### config.mk
export PLATFORM = sky130hd
export DESIGN_NAME = mem_test_sequencer
export DESIGN_NICKNAME = d
export VERILOG_FILES = /design/src/rtl/settings_pkg.sv /design/src/rtl/mem_test_addr_gen.sv /design/src/rtl/mem_test_sequencer.sv
export SDC_FILE = /design/constraint.sdc
export NUM_CORES = 1
export LEC_CHECK = 0
export ABC_CLOCK_PERIOD_IN_PS = 12010
export BUFFER_PORTS_ARGS = -buffer_cell sky130_fd_sc_hd__buf_2
export CORE_UTILIZATION = 33
export CTS_CLUSTER_SIZE = 10
export DETAILED_ROUTE_END_ITERATION = 10
export PLACE_DENSITY_LB_ADDON = 0.05
export SETUP_SLACK_MARGIN = 0.02
export SYNTH_ARGS = -nofsm -noshare
export SYNTH_HDL_FRONTEND = slang
export SYNTH_HIERARCHICAL = 1
export SYNTH_SLANG_ARGS = --single-unit
### constraint.sdc
create_clock -name clk_i -period 12.01 [get_ports clk_i]
set_input_delay 0.6005 -clock clk_i [delete_from_list [all_inputs] [get_ports clk_i]]
set_output_delay 0.6005 -clock clk_i [all_outputs]
set_load 0.005 [all_outputs]
### src/rtl/settings_pkg.sv
// Shared types and constants for the memory test sequencer.
package settings_pkg;

    typedef enum logic [1:0] {
        TM_WR_ONLY  = 2'd0,
        TM_RD_ONLY  = 2'd1,
        TM_WR_CHECK = 2'd2,
        TM_BLOCK    = 2'd3
    } test_mode_t;

    // Encodings 6 and 7 are unused and fall back to fixed addressing.
    typedef enum logic [2:0] {
        AM_FIX   = 3'd0,
        AM_RND   = 3'd1,
        AM_RUN_0 = 3'd2,
        AM_RUN_1 = 3'd3,
        AM_INC   = 3'd4,
        AM_DEC   = 3'd5
    } addr_mode_t;

    typedef enum logic [1:0] {
        ST_IDLE     = 2'd0,
        ST_ISSUE    = 2'd1,
        ST_ISSUE_RD = 2'd2,
        ST_DRAIN    = 2'd3
    } state_t;

    // Right-shifting Galois LFSR toggle mask; bit k set means tap k+1.
    // Widths outside the table get a simple top-bit/bottom-bit mask that is
    // not guaranteed maximal length.
    function automatic logic [63:0] lfsr_taps(input int width);
        case (width)
            8:       return 64'h0000_0000_0000_00B8;
            16:      return 64'h0000_0000_0000_B400;
            24:      return 64'h0000_0000_00E1_0000;
            32:      return 64'h0000_0000_8020_0003;
            64:      return 64'hD800_0000_0000_0000;
            default: return (64'd1 << (width - 1)) | 64'd1;
        endcase
    endfunction

endpackage

### src/rtl/mem_test_addr_gen.sv
// Address generator: loads a mode/base/stride, steps on next, and replays
// the identical sequence from its first address on restart.
module mem_test_addr_gen
    import settings_pkg::*;
#(
    parameter int ADDR_W = 32,
    parameter int LFSR_W = 32
) (
    input  logic              clk_i,
    input  logic              rst_i,
    input  logic              load,
    input  logic              next,
    input  logic              restart,
    input  addr_mode_t        mode,
    input  logic [ADDR_W-1:0] base,
    input  logic [ADDR_W-1:0] stride,
    output logic [ADDR_W-1:0] addr
);

    if (LFSR_W < ADDR_W) begin : g_width_check
        $error("mem_test_addr_gen: LFSR_W must be >= ADDR_W");
    end

    localparam logic [63:0]       TAPS_FULL = lfsr_taps(LFSR_W);
    localparam logic [LFSR_W-1:0] TAPS      = TAPS_FULL[LFSR_W-1:0];

    addr_mode_t        mode_q;
    addr_mode_t        sel_mode;
    logic [ADDR_W-1:0] base_q, stride_q, sel_base;
    logic [ADDR_W-1:0] addr_q, init_addr, step_addr;
    logic [LFSR_W-1:0] lfsr_q, seed, init_lfsr, step_lfsr;

    assign addr = addr_q;

    // First address comes from the fresh inputs on load, from the saved copy on restart.
    always_comb begin
        sel_mode  = load ? mode : mode_q;
        sel_base  = load ? base : base_q;
        seed      = LFSR_W'(sel_base);
        init_lfsr = (seed == '0) ? '1 : seed;
        step_lfsr = (lfsr_q >> 1) ^ (lfsr_q[0] ? TAPS : '0);
        case (sel_mode)
            AM_RND:   init_addr = init_lfsr[ADDR_W-1:0];
            AM_RUN_0: init_addr = {{(ADDR_W-1){1'b1}}, 1'b0};
            AM_RUN_1: init_addr = ADDR_W'(1);
            default:  init_addr = sel_base;
        endcase
        case (mode_q)
            AM_RND:   step_addr = step_lfsr[ADDR_W-1:0];
            AM_RUN_0,
            AM_RUN_1: step_addr = {addr_q[ADDR_W-2:0], addr_q[ADDR_W-1]};
            AM_INC:   step_addr = addr_q + stride_q;
            AM_DEC:   step_addr = addr_q - stride_q;
            default:  step_addr = addr_q;
        endcase
    end

    // Configuration copy plus the live address/LFSR registers.
    always_ff @(posedge clk_i or posedge rst_i) begin
        if (rst_i) begin
            mode_q   <= AM_FIX;
            base_q   <= '0;
            stride_q <= '0;
            addr_q   <= '0;
            lfsr_q   <= '0;
        end else begin
            if (load) begin
                mode_q   <= mode;
                base_q   <= base;
                stride_q <= stride;
            end
            if (load || restart) begin
                addr_q <= init_addr;
                lfsr_q <= init_lfsr;
            end else if (next) begin
                addr_q <= step_addr;
                lfsr_q <= step_lfsr;
            end
        end
    end

endmodule

### src/rtl/mem_test_sequencer.sv
// Memory test sequencer: turns a latched test configuration into a stream
// of read/write commands for the transaction block.
//
// Command handshake: a command transfers on every rising edge where
// cmd_valid_o && cmd_ready_i. While valid is high and ready is low, every
// cmd_* output holds. The next command is loaded on the accepting edge,
// so a continuously ready sink receives one command per cycle.
module mem_test_sequencer
    import settings_pkg::*;
#(
    parameter int ADDR_W  = 32,
    parameter int CNT_W   = 16,
    parameter int BURST_W = 11,
    parameter int LFSR_W  = 32
) (
    input  logic               clk_i,
    input  logic               rst_i,
    input  logic               start_i,
    input  logic               abort_i,
    input  logic [1:0]         test_mode_i,
    input  logic [2:0]         addr_mode_i,
    input  logic [CNT_W-1:0]   count_i,
    input  logic [ADDR_W-1:0]  base_addr_i,
    input  logic [ADDR_W-1:0]  stride_i,
    input  logic [BURST_W-1:0] burst_i,
    input  logic               err_i,
    input  logic               busy_i,
    output logic               cmd_valid_o,
    input  logic               cmd_ready_i,
    output logic               cmd_write_o,
    output logic [ADDR_W-1:0]  cmd_addr_o,
    output logic [BURST_W-1:0] cmd_burst_o,
    output logic               busy_o,
    output logic               done_o,
    output logic               error_o,
    output logic               aborted_o,
    output logic [CNT_W:0]     issued_cnt_o
);

    // state_q is the observable FSM state for checkers.
    state_t             state_q, state_d;
    test_mode_t         tm_q, tm_in;
    logic [CNT_W-1:0]   count_q, rem_q, rem_d;
    logic [BURST_W-1:0] burst_q;
    logic               valid_q, valid_d, write_q, write_d;
    logic               last_q, last_d, done_q, done_d;
    logic               error_q, aborted_q;
    logic [CNT_W:0]     issued_q;
    logic               accept, stop, start_cfg, finish;
    logic               ag_next, ag_restart;

    assign tm_in  = test_mode_t'(test_mode_i);
    assign accept = valid_q & cmd_ready_i;
    assign stop   = err_i | abort_i;

    assign cmd_valid_o  = valid_q;
    assign cmd_write_o  = write_q;
    assign cmd_burst_o  = burst_q;
    assign busy_o       = (state_q != ST_IDLE);
    assign done_o       = done_q;
    assign error_o      = error_q;
    assign aborted_o    = aborted_q;
    assign issued_cnt_o = issued_q;

    mem_test_addr_gen #(
        .ADDR_W (ADDR_W),
        .LFSR_W (LFSR_W)
    ) u_addr_gen (
        .clk_i   (clk_i),
        .rst_i   (rst_i),
        .load    (start_cfg),
        .next    (ag_next),
        .restart (ag_restart),
        .mode    (addr_mode_t'(addr_mode_i)),
        .base    (base_addr_i),
        .stride  (stride_i),
        .addr    (cmd_addr_o)
    );

    // Next-state and command sequencing; last_q marks the final command (or pair) of a phase.
    always_comb begin
        state_d    = state_q;
        valid_d    = valid_q;
        write_d    = write_q;
        rem_d      = rem_q;
        last_d     = last_q;
        done_d     = 1'b0;
        start_cfg  = 1'b0;
        finish     = 1'b0;
        ag_next    = 1'b0;
        ag_restart = 1'b0;
        case (state_q)
            ST_IDLE: begin
                if (start_i) begin
                    start_cfg = 1'b1;
                    rem_d     = count_i;
                    last_d    = (count_i == CNT_W'(1));
                    write_d   = (tm_in != TM_RD_ONLY);
                    if (count_i == '0) begin
                        state_d = ST_DRAIN;
                        valid_d = 1'b0;
                    end else begin
                        state_d = ST_ISSUE;
                        valid_d = 1'b1;
                    end
                end
            end
            ST_ISSUE, ST_ISSUE_RD: begin
                if (accept) begin
                    case (tm_q)
                        TM_WR_CHECK: begin
                            if (write_q) begin
                                write_d = 1'b0;
                            end else if (last_q) begin
                                finish = 1'b1;
                            end else begin
                                write_d = 1'b1;
                                ag_next = 1'b1;
                                rem_d   = rem_q - 1'b1;
                                last_d  = (rem_q == CNT_W'(2));
                            end
                        end
                        TM_BLOCK: begin
                            if (last_q && state_q == ST_ISSUE) begin
                                ag_restart = 1'b1;
                                state_d    = ST_ISSUE_RD;
                                write_d    = 1'b0;
                                rem_d      = count_q;
                                last_d     = (count_q == CNT_W'(1));
                            end else if (last_q) begin
                                finish = 1'b1;
                            end else begin
                                ag_next = 1'b1;
                                rem_d   = rem_q - 1'b1;
                                last_d  = (rem_q == CNT_W'(2));
                            end
                        end
                        default: begin
                            if (last_q) begin
                                finish = 1'b1;
                            end else begin
                                ag_next = 1'b1;
                                rem_d   = rem_q - 1'b1;
                                last_d  = (rem_q == CNT_W'(2));
                            end
                        end
                    endcase
                end
                if (finish || stop) begin
                    valid_d = 1'b0;
                    state_d = ST_DRAIN;
                end
            end
            ST_DRAIN: begin
                if (!busy_i) begin
                    state_d = ST_IDLE;
                    done_d  = 1'b1;
                end
            end
            default: state_d = ST_IDLE;
        endcase
    end

    // FSM and command payload registers.
    always_ff @(posedge clk_i or posedge rst_i) begin
        if (rst_i) begin
            state_q <= ST_IDLE;
            valid_q <= 1'b0;
            write_q <= 1'b0;
            rem_q   <= '0;
            last_q  <= 1'b0;
            done_q  <= 1'b0;
        end else begin
            state_q <= state_d;
            valid_q <= valid_d;
            write_q <= write_d;
            rem_q   <= rem_d;
            last_q  <= last_d;
            done_q  <= done_d;
        end
    end

    // Configuration latched only on an accepted start.
    always_ff @(posedge clk_i or posedge rst_i) begin
        if (rst_i) begin
            tm_q    <= TM_WR_ONLY;
            count_q <= '0;
            burst_q <= '0;
        end else if (start_cfg) begin
            tm_q    <= tm_in;
            count_q <= count_i;
            burst_q <= burst_i;
        end
    end

    // Sticky status flags and the saturating accepted-command counter.
    always_ff @(posedge clk_i or posedge rst_i) begin
        if (rst_i) begin
            error_q   <= 1'b0;
            aborted_q <= 1'b0;
            issued_q  <= '0;
        end else if (start_cfg) begin
            error_q   <= 1'b0;
            aborted_q <= 1'b0;
            issued_q  <= '0;
        end else begin
            if (state_q != ST_IDLE) begin
                if (err_i)   error_q   <= 1'b1;
                if (abort_i) aborted_q <= 1'b1;
            end
            if (accept && issued_q != '1) issued_q <= issued_q + 1'b1;
        end
    end

endmodule

==> impl_metrics.yaml, run 1 <==
outcome:
  outcome: "finished clean"
worst_setup_path:
  worstSetupStartpointType: "flip-flop"
  crit-reg2reg-launch: "state_q[0]$_DFFE_PP0P_"
  cp.arrival_ns: 4.98
  reg2reg_slack_ns: 7.49
  r2r-end: "u_addr_gen/addr[26]$_DFFE_PP0P_"
  cp.required_ns: 12.47
  crit_fanout: 64
  end_kind: "flip-flop"
  r2r_cells: 15
  worstSetupPathType: "flip-flop to flip-flop"
grt:
  antenna_found_initial: 0
  grt_max_degree: 83
  met1_usage: 0.349
  grt_pass1_vias: 10900
  busiest_layer: "met1"
  grt_pass1_wl_um: 66100
  grt_util_met3: 0.0290
  grt_use_total: 0.219
  grt_util_met2: 0.307
  overflow: 0
floorplan:
  die_y_um: 198
  start_util: 0.335
  row_count: 71
  fp.dieArea_mm2: 0.0390
  io_pins: 169
  fp.dieW_um: 198
  core-area_mm2: 0.0377
sta:
  period_share: 0.376
  hold_viol: 0
  setup_slack_ns: 7.49
  hold_slack_ns: 0.225
  finalClockSkew_ns: 0.0181
  period_minus_slack_ns: 4.52
  fmax_mhz: 221
  drv_slew: 0
  slew_headroom: 0.314
  setup_viol: 0
  rsz0062_at_grt: "false"
  tns_ns: 0
  tightest_slew_ns: 1.03
synthesis:
  synth_ff_type: "dfrtp_1"
  synth_edf_count: 0
  yosys-top-cells-count: "201 x dfrtp_1, 192 x nand2_1, 108 x nor2_1"
  ys_seq_elements: 201
  netlist_instances: 1422
  yosysMostFrequentCell: "dfrtp_1"
  postSynth.asyncResetShare: 1.00
  synth_area_mm2: 0.0126
  synth_warnings: 6
  synth_top_cells_by_area: "dfrtp_1 40%, nand2_1 5.7%, ha_1 4.2%, mux2_2 4.0%, a21oi_1 3.8%"
  synth.avg_cell_area_um2: 8.88
  syn_nets: 1568
  ys_types: 83
  yosysTopAreaCellShare: 0.398
  yosysTopAreaCell: "dfrtp_1"
  ys_seq_area_frac: 0.398
clock_network:
  cts_buffers: 26
  clk_latency_ns: 0.56
  cts.clk_slew.worst_paths_ns: 0.06
  clock-root-buffer: "clkbuf_16"
  cts_sinks: 201
  clockBufferDepth: 3
  cts_hold_buf: 0
  htreeDepth: 1
  post_cts_buffers: 0
  post_cts_resized: 0
  cts_tree: "yes"
detailed_routing:
  dr.pass1.iters: 5
  vias: 11300
  ant_nets: 0
  drc_errors: 0
  vias_per_cell: 5.44
  first_iter_violations: 694
  post_drt_wl_per_cell_um: 20.5
  wl_um: 42500
min_path:
  hold_class: "primary input to flip-flop"
  min-delay-start: "busy_i"
  whs_path_depth: 2
  holdPathEnd: "done_o$_DFF_PP0_"
cells_and_area:
  diodes: 0
  final_cells: 2076
  fill_cells: 3965
  drive_above_1_share: 0.190
  area_growth_syn_to_layout_pct: 16.6
  finalNetCount: 1697
placement:
  numPortBuffers: 168
  place.detailed.hpwl_um: 31300
  place_inst: 2034
  pre_cts_slack_ns: 7.49
  place.gp.congestion: 0.875
pwr:
  p_leak_nw: 6.48
  cellPowerDensity_mw_per_mm2: 333
  worst_ir_drop_vdd_mv: 0.169
run:
  drv_cap: 0
-- flip-flops by register name (all words and copies together) (netlist names) --
register and count:
error_o 1, state_q 2, tm_q 2, u_addr_gen/addr 32, cmd_valid_o 1, u_addr_gen/mode_q 3, rem_q 16, count_q 16
done_o 1, cmd_burst_o 11, u_addr_gen/base_q 32, aborted_o 1, cmd_write_o 1, u_addr_gen/stride_q 32, issued_cnt_o 17, last_q 1
u_addr_gen/lfsr_q 32
-- cells by family after synthesis --
group,after synthesis,share of synthesized area
AND/OR/NAND/NOR,490,0.187
AO/OA/AOI/OAI,396,0.208
flip-flops,201,0.398
buffers and inverters,134,0.0408
XOR/XNOR,79,0.0548
multiplexers,79,0.0671
adder cells (fa/ha/maj),43,0.0432
-- final cells by class --
cell class	instances	area, um^2	area share
well taps	511	639	0.0434
flip-flops and latches	201	5030	0.342
clock buffers	38	776	0.0527
repair buffers	182	946	0.0643
inverters	53	206	0.0140
multi-input cells	1087	7090	0.482
clock inverters	4	31.3	0.00212
-- cells in the final DEF, fill, tap and decap left out, types with 5 or more instances in the layout --
cell type / count
nor2b_1: 26
o31a_1: 5
nand4_1: 22
a21oi_1: 97
and3_1: 14
clkbuf_16: 26
nor4b_1: 5
a221oi_1: 16
a21o_1: 12
o21ai_0: 86
a31oi_1: 36
nand3_1: 22
xnor2_1: 38
buf_2: 168
a221o_1: 9
nor3_1: 24
nand2_1: 192
a21boi_0: 5
a211oi_1: 24
a2111oi_0: 6
a22oi_1: 13
nor2_1: 107
nand3b_1: 5
mux2i_1: 34
dfrtp_1: 201
o22ai_1: 5
o31ai_1: 10
inv_1: 50
or3_1: 13
nor4_1: 25
clkbuf_8: 8
buf_4: 14
mux2_2: 45
xor2_1: 41
o211ai_1: 19
nand2b_1: 5
ha_1: 42
o21a_1: 7
-- worst max-delay path by stage --
stage                                 startpoint                         endpoint  slack, ns  depth (start not counted)
after floorplan                            rst_i   u_addr_gen/addr[0]$_DFFE_PP0P_       7.91                          1
after global placement    state_q[0]$_DFFE_PP0P_  u_addr_gen/addr[26]$_DFFE_PP0P_       7.55                         15
after detailed placement  state_q[0]$_DFFE_PP0P_  u_addr_gen/addr[26]$_DFFE_PP0P_       7.49                         15
after CTS                 state_q[0]$_DFFE_PP0P_  u_addr_gen/addr[26]$_DFFE_PP0P_       7.47                         15
after global routing      state_q[0]$_DFFE_PP0P_  u_addr_gen/addr[10]$_DFFE_PP0P_       7.06                         14
final                     state_q[0]$_DFFE_PP0P_  u_addr_gen/addr[26]$_DFFE_PP0P_       7.49                         15
-- critical path: stages (launching register included) --
cell	delay, ns
dfrtp_1	0.41
inv_1	0.09
ha_1	0.26
nand2_1	0.14
inv_4	0.54
buf_4	0.76
mux2i_1	0.43
inv_1	0.11
nor3_1	0.33
nand3_1	0.11
buf_4	0.27
nor2_1	0.17
a21oi_2	0.13
a211oi_1	0.41
a21oi_1	0.10
o31ai_1	0.10
-- layer usage --
metal / wire length (um) / part of all wire
met1: 22100 / 0.52
met4: 921 / 0.022
met3: 2170 / 0.051
met5: 0 / 0
met2: 17300 / 0.41
-- where the power goes --
group          switching, mW  leakage (nW)  internal, mW
combinational           1.70          3.63          1.10
sequential             0.372          2.45         0.985
clock                  0.310         0.401         0.442
total                   2.38          6.48          2.53
-- metrics by stage --
step	instance area [um^2]	power [mW]	utilization
2_1_floorplan	12600	3.24	-
3_3_place_gp	13900	4.14	0.369
3_5_place_dp	13900	4.14	0.369
4_1_cts	14700	4.91	0.391
5_1_grt	14700	5.32	0.391
6_report	14700	4.90	0.391
No activity file was read; power rests on OpenSTA's default activity.
==> inputs of run 2 (changes only) <==
--- a/config.mk
+++ b/config.mk
@@ -5,7 +5,8 @@
 export SDC_FILE = /design/constraint.sdc
 export NUM_CORES = 1
 export LEC_CHECK = 0
-export ABC_CLOCK_PERIOD_IN_PS = 12010
+export ABC_AREA = 1
+export ABC_CLOCK_PERIOD_IN_PS = 3700
 export BUFFER_PORTS_ARGS = -buffer_cell sky130_fd_sc_hd__buf_2
 export CORE_UTILIZATION = 33
 export CTS_CLUSTER_SIZE = 10
==> constraint.sdc (replaced) <==
create_clock -name clk_i -period 3.7 [get_ports clk_i]
set_input_delay 0.185 -clock clk_i [delete_from_list [all_inputs] [get_ports clk_i]]
set_output_delay 0.185 -clock clk_i [all_outputs]
set_load 0.005 [all_outputs]
==> impl_metrics.yaml, run 2 <==
sta:
  hold_viol: 0
  drv_slew: 0
  rsz0062_at_grt: "true"
  tightest_slew_ns: 0.951
  period_share: 0.944
  hold_slack_ns: 0.0149
  fmax_mhz: 286
  slew_headroom: 0.366
  finalClockSkew_ns: 0.0161
  setup_slack_ns: 0.207
  tns_ns: 0
  setup_viol: 0
  period_minus_slack_ns: 3.49
clock_network:
  cts_sinks: 201
  cts_tree: "yes"
  clockBufferDepth: 3
  htreeDepth: 1
  cts.clk_slew.worst_paths_ns: 0.06
  clock-root-buffer: "clkbuf_16"
  cts_buffers: 27
  clk_latency_ns: 0.58
outcome:
  outcome: "finished clean"
run:
  drv_cap: 0
worst_setup_path:
  crit-reg2reg-launch: "u_addr_gen/mode_q[1]$_DFF_PP0_"
  critPathSlowestCell: "ha_1"
  worstSetupPathType: "flip-flop to flip-flop"
  cp_num_buf_inv: 4
  crit_path_cell_trace: "inv_1 -> nand3_1 -> buf_6 -> inv_1 -> buf_4 -> or2_2 -> xor2_1 -> ha_1 -> nand3_1 -> nand3_1 -> nand2_1 -> nand2_1 -> nand3_1 -> nand2_1 -> nand2_1 -> nand2_1 -> o21ai_0 -> nand2_1 -> a21oi_1"
  r2r_cells: 19
  r2r-end: "u_addr_gen/addr[16]$_DFFE_PP0P_"
  worstSetupStartpointType: "flip-flop"
  end_kind: "flip-flop"
  crit_path_max_incr_delay_ns: 0.37
  crit_family: "simple AND/OR/NAND/NOR gates"
  worst_path_most_repeated_cell: "nand2_1"
  crit_fanout: 22
  cp.arrival_ns: 3.99
  reg2reg_slack_ns: 0.21
  cp.required_ns: 4.19
cells_and_area:
  fill_cells: 4700
  finalNetCount: 2635
  area_growth_syn_to_layout_pct: 25.8
  seq_area_mm2: 0.00503
  multi_input_area_mm2: 0.00777
  drive_above_1_share: 0.142
  diodes: 0
  layout_common_cells: "707 x nand2_1, 347 x inv_1, 201 x dfrtp_1"
  fin_area_mm2: 0.0181
  layout_commonest_cell: "nand2_1"
detailed_routing:
  dr.pass1.iters: 6
  ant_nets: 0
  post_drt_wl_per_cell_um: 16.3
  first_iter_violations: 1084
  drc_errors: 0
  vias: 14700
  wl_um: 50400
  vias_per_cell: 4.75
grt:
  grt_pass1_vias: 14000
  grt_max_degree: 132
  overflow: 0
  grt_pass1_wl_um: 79600
  grt_use_total: 0.227
  antenna_found_initial: 0
min_path:
  hold_class: "primary input to flip-flop"
  min-delay-start: "base_addr_i[23]"
  whs_path_depth: 5
  holdPathEnd: "u_addr_gen/base_q[23]$_DFF_PP0_"
synthesis:
  synth_top_cells_by_area: "dfrtp_1 35%, nand2_1 19%, inv_1 9.3%, o21ai_0 6.4%, a21oi_1 5.9%"
  netlist_instances: 2222
  syn_nets: 2368
  synth_ff_type: "dfrtp_1"
  postSynth.asyncResetShare: 1.00
  synth_edf_count: 0
  ys_seq_elements: 201
  yosysTopAreaCellShare: 0.350
  yosys-top-cells-count: "717 x nand2_1, 354 x inv_1, 201 x dfrtp_1"
  yosysMostFrequentCell: "nand2_1"
  synth_area_mm2: 0.0144
  yosysTopAreaCell: "dfrtp_1"
  ys_seq_area_frac: 0.350
  ys_types: 54
  synth_warnings: 6
  synth.avg_cell_area_um2: 6.46
floorplan:
  die_y_um: 211
  start_util: 0.334
  core-area_mm2: 0.0430
  fp.dieArea_mm2: 0.0444
  io_pins: 169
  row_count: 76
  fp.dieW_um: 211
pwr:
  worst_ir_drop_vdd_mv: 0.421
  p_leak_nw: 9.50
  cellPowerDensity_mw_per_mm2: 1060
placement:
  pre_cts_slack_ns: -0.338
  post_dp_cell_area_mm2: 0.0160
  numPortBuffers: 168
  place.gp.congestion: 0.900
  place.detailed.hpwl_um: 37200
-- run 2: worst max path at each step --
stage	from	to	slack (ns)	cells after the start
6_report	u_addr_gen/mode_q[1]$_DFF_PP0_	u_addr_gen/addr[16]$_DFFE_PP0P_	0.21	19
3_5_place_dp	u_addr_gen/stride_q[0]$_DFFE_PP0P_	u_addr_gen/addr[22]$_DFFE_PP0P_	-0.34	20
2_1_floorplan	u_addr_gen/stride_q[0]$_DFFE_PP0P_	u_addr_gen/addr[30]$_DFFE_PP0P_	0.70	22
4_1_cts	u_addr_gen/stride_q[0]$_DFFE_PP0P_	u_addr_gen/addr[22]$_DFFE_PP0P_	0.08	25
5_1_grt	u_addr_gen/stride_q[0]$_DFFE_PP0P_	u_addr_gen/addr[25]$_DFFE_PP0P_	-0.01	21
3_3_place_gp	u_addr_gen/stride_q[0]$_DFFE_PP0P_	u_addr_gen/addr[22]$_DFFE_PP0P_	-0.22	20
-- run 2: power breakdown --
| part | internal [mW] | switching [mW] |
|---|---|---|
| combinational | 4.23 | 8.08 |
| clock | 1.59 | 1.07 |
| sequential | 3.19 | 0.921 |
| total | 9.01 | 10.1 |
-- run 2: worst reg2reg max path, delay by kind of cell (launching register included) --
family / cells / cell delay [ns]
buffers and inverters: 4 / 0.58
adder cells (fa/ha/maj): 1 / 0.37
AO/OA/AOI/OAI: 2 / 0.53
XOR/XNOR: 1 / 0.28
AND/OR/NAND/NOR: 11 / 1.31
flip-flops: 1 / 0.34
-- run 2: through the flow --
step / utilization / power, mW / std cells
after floorplan: - / 12.0 / 2222
after global placement: 0.371 / 15.9 / 2941
after detailed placement: 0.371 / 15.9 / 2941
after CTS: 0.415 / 18.8 / 3086
after global routing: 0.420 / 21.0 / 3093
final: 0.420 / 19.1 / 3093
-- run 2: cells by family after synthesis --
kind of cell             synth area share
flip-flops                          0.350
XOR/XNOR                           0.0232
adder cells (fa/ha/maj)            0.0380
buffers and inverters               0.124
AND/OR/NAND/NOR                     0.300
AO/OA/AOI/OAI                       0.165
-- run 2: cell type report --
cell class | instances | area share
Clock inverter | 6 | 0.00540
Sequential cell | 201 | 0.278
Timing Repair Buffer | 319 | 0.125
Inverter | 366 | 0.0769
Clock buffer | 42 | 0.0433
Multi-Input combinational cell | 1574 | 0.430
Tap cell | 585 | 0.0405
-- run 2: timing repair --
| action | in CTS | in global routing |
|---|---|---|
| hold buffers | 96 | 0 |
| resized for setup | 6 | 53 |
| buffers inserted | 1 | 7 |
| pin swaps | 1 | 14 |
| hold endpoints to repair | 312 | 0 |
| endpoints found under the setup margin | 7 | 23 |
-- run 2: routing by layer --
layer,track usage,part of all wire
met1,0.344,0.51
met2,0.340,0.43
met3,0.0315,0.047
met4,0.0472,0.018
met5,0,0
==> inputs of run 3 (changes only) <==
--- a/config.mk
+++ b/config.mk
@@ -8,11 +8,15 @@
 export ABC_AREA = 1
 export ABC_CLOCK_PERIOD_IN_PS = 3700
 export BUFFER_PORTS_ARGS = -buffer_cell sky130_fd_sc_hd__buf_2
+export CELL_PAD_IN_SITES_DETAIL_PLACEMENT = 0
+export CELL_PAD_IN_SITES_GLOBAL_PLACEMENT = 1
 export CORE_UTILIZATION = 33
 export CTS_CLUSTER_SIZE = 10
 export DETAILED_ROUTE_END_ITERATION = 10
+export HOLD_SLACK_MARGIN = 0.12
 export PLACE_DENSITY_LB_ADDON = 0.05
 export SETUP_SLACK_MARGIN = 0.02
+export SLEW_MARGIN = 40
 export SYNTH_ARGS = -nofsm -noshare
 export SYNTH_HDL_FRONTEND = slang
 export SYNTH_HIERARCHICAL = 1
==> impl_metrics.yaml, run 3 (synthesized netlist as in run 2, its figures left out) <==
outcome:
  outcome: "finished, violations left"
  violations: "design-rule violations"
detailed_routing:
  vias: 14900
  vias_per_cell: 4.80
  drc_errors: 1
  post_drt_wl_per_cell_um: 16.9
  wl_um: 52400
  first_iter_violations: 994
  dr.pass1.iters: 8
  ant_nets: 0
sta:
  hold_viol: 0
  period_share: 0.938
  drv_slew: 0
  finalClockSkew_ns: 0.0236
  period_minus_slack_ns: 3.47
  fmax_mhz: 288
  rsz0062_at_grt: "true"
  slew_headroom: 0.543
  setup_viol: 0
  setup_slack_ns: 0.231
  tightest_slew_ns: 0.686
clock_network:
  cts_buffers: 27
  cts_tree: "yes"
  cts.clk_slew.worst_paths_ns: 0.06
  clk_latency_ns: 0.58
  htreeDepth: 1
  clock-root-buffer: "clkbuf_16"
  clockBufferDepth: 3
  cts_sinks: 201
pwr:
  cellPowerDensity_mw_per_mm2: 1070
  p_leak_nw: 9.61
  worst_ir_drop_vdd_mv: 0.383
cells_and_area:
  layout_commonest_cell: "nand2_1"
  fill_cells: 4684
  area_growth_syn_to_layout_pct: 27.0
  finalNetCount: 2657
  diodes: 0
  fin_area_mm2: 0.0182
  drive_above_1_share: 0.146
  layout_common_cells: "707 x nand2_1, 350 x inv_1, 201 x dfrtp_1"
worst_setup_path:
  worstSetupStartpointType: "flip-flop"
  end_kind: "flip-flop"
  crit_fanout: 5
  worstSetupPathType: "flip-flop to flip-flop"
  cp.arrival_ns: 3.93
  cp.required_ns: 4.16
floorplan:
  io_pins: 169
  start_util: 0.334
  row_count: 76
  fp.dieArea_mm2: 0.0444
  core-area_mm2: 0.0430
  die_y_um: 211
  fp.dieW_um: 211
placement:
  numPortBuffers: 168
  pre_cts_slack_ns: -0.439
  post_dp_cell_area_mm2: 0.0161
  place.detailed.hpwl_um: 39600
  place.gp.congestion: 0.920
run:
  drv_cap: 0
grt:
  grt_pass1_wl_um: 81900
  grt_max_degree: 79
  grt_pass1_vias: 14200
  overflow: 0
  antenna_found_initial: 0
  grt_use_total: 0.237
min_path:
  hold_class: "primary input to async pin"
-- run 3: changes by cell type in the layout (fill, tap and decap cells not counted), moves of 4 or more --
cell	before	now
buf_4	49	64
dlygate4sd3_1	96	103
o21ai_0	182	175
o21ai_1	26	30
-- run 3: per-stage QoR --
step	hold WS (ns)	power, mW	utilization	TNS (ns)	instances
2_1_floorplan	0.250	12.0	-	0	2222
3_3_place_gp	0.370	16.4	0.373	-0.699	2954
3_5_place_dp	0.172	16.4	0.375	-0.775	2957
4_1_cts	0.232	19.2	0.418	0	3105
5_1_grt	0.266	21.5	0.424	-0.0180	3111
6_report	0.227	19.6	0.424	0	3111
-- run 3: final cells by class --
cell class / instances / area [um^2] / area share
Clock buffer: 36 / 729 / 0.0400
Clock inverter: 8 / 86.3 / 0.00473
Inverter: 366 / 1390 / 0.0761
Multi-Input combinational cell: 1574 / 7790 / 0.427
Sequential cell: 201 / 5030 / 0.276
Tap cell: 585 / 732 / 0.0401
Timing Repair Buffer: 341 / 2480 / 0.136
-- run 3: final timing paths --
path	from	end	slack, ns	cells past startpoint
max in group asynchronous	rst_i	u_addr_gen/stride_q[23]$_DFFE_PP0P_	2.29	5
worst min register to register	cmd_burst_o[10]$_DFFE_PP0P_	cmd_burst_o[10]$_DFFE_PP0P_	0.48	2
worst min-delay path	rst_i	cmd_burst_o[9]$_DFFE_PP0P_	0.23	3
min in group clk_i	busy_i	done_o$_DFF_PP0_	0.33	3
worst max-delay path	u_addr_gen/stride_q[2]$_DFFE_PP0P_	u_addr_gen/addr[24]$_DFFE_PP0P_	0.23	22
worst max register to register	u_addr_gen/stride_q[2]$_DFFE_PP0P_	u_addr_gen/addr[24]$_DFFE_PP0P_	0.23	22
-- run 3: layer usage --
metal / track usage / up-vias / wire [um]
met5: 0 / - / 0
met4: 0.0460 / 0 / 944
met3: 0.0275 / 50 / 2340
met2: 0.365 / 312 / 22900
met1: 0.356 / 6997 / 26300
li1: - / 7562 / -
-- run 3: power breakdown --
part | internal (mW) | total [mW] | switching (mW) | leakage [nW]
clock | 1.45 | 2.51 | 1.06 | 0.400
sequential | 3.19 | 4.13 | 0.935 | 2.39
combinational | 4.51 | 12.9 | 8.42 | 6.81
total | 9.15 | 19.6 | 10.4 | 9.61
-- run 3: worst max-delay path, cell delays in order (launching register included) --
cell	delay (ns)
dfrtp_1	0.39
inv_1	0.10
nand3_1	0.22
nor2_2	0.20
nand2_1	0.07
nand2_1	0.19
o21ai_0	0.17
xor2_1	0.22
inv_1	0.07
ha_1	0.45
nand2_1	0.16
nor2_1	0.23
nand2_1	0.10
nor2_1	0.09
nand2_1	0.07
nand3_1	0.09
nand2_1	0.05
nand3_1	0.16
nand2_1	0.08
nand2_1	0.06
nand2_1	0.05
nand2_1	0.06
nand2_1	0.06
-- run 3: timing repair --
item,4_1_cts,5_1_grt
pin swaps,1,14
hold endpoints to repair,299,0
resized for setup,4,57
endpoints found under the setup margin,4,18
buffers inserted,1,6
hold buffers,103,0
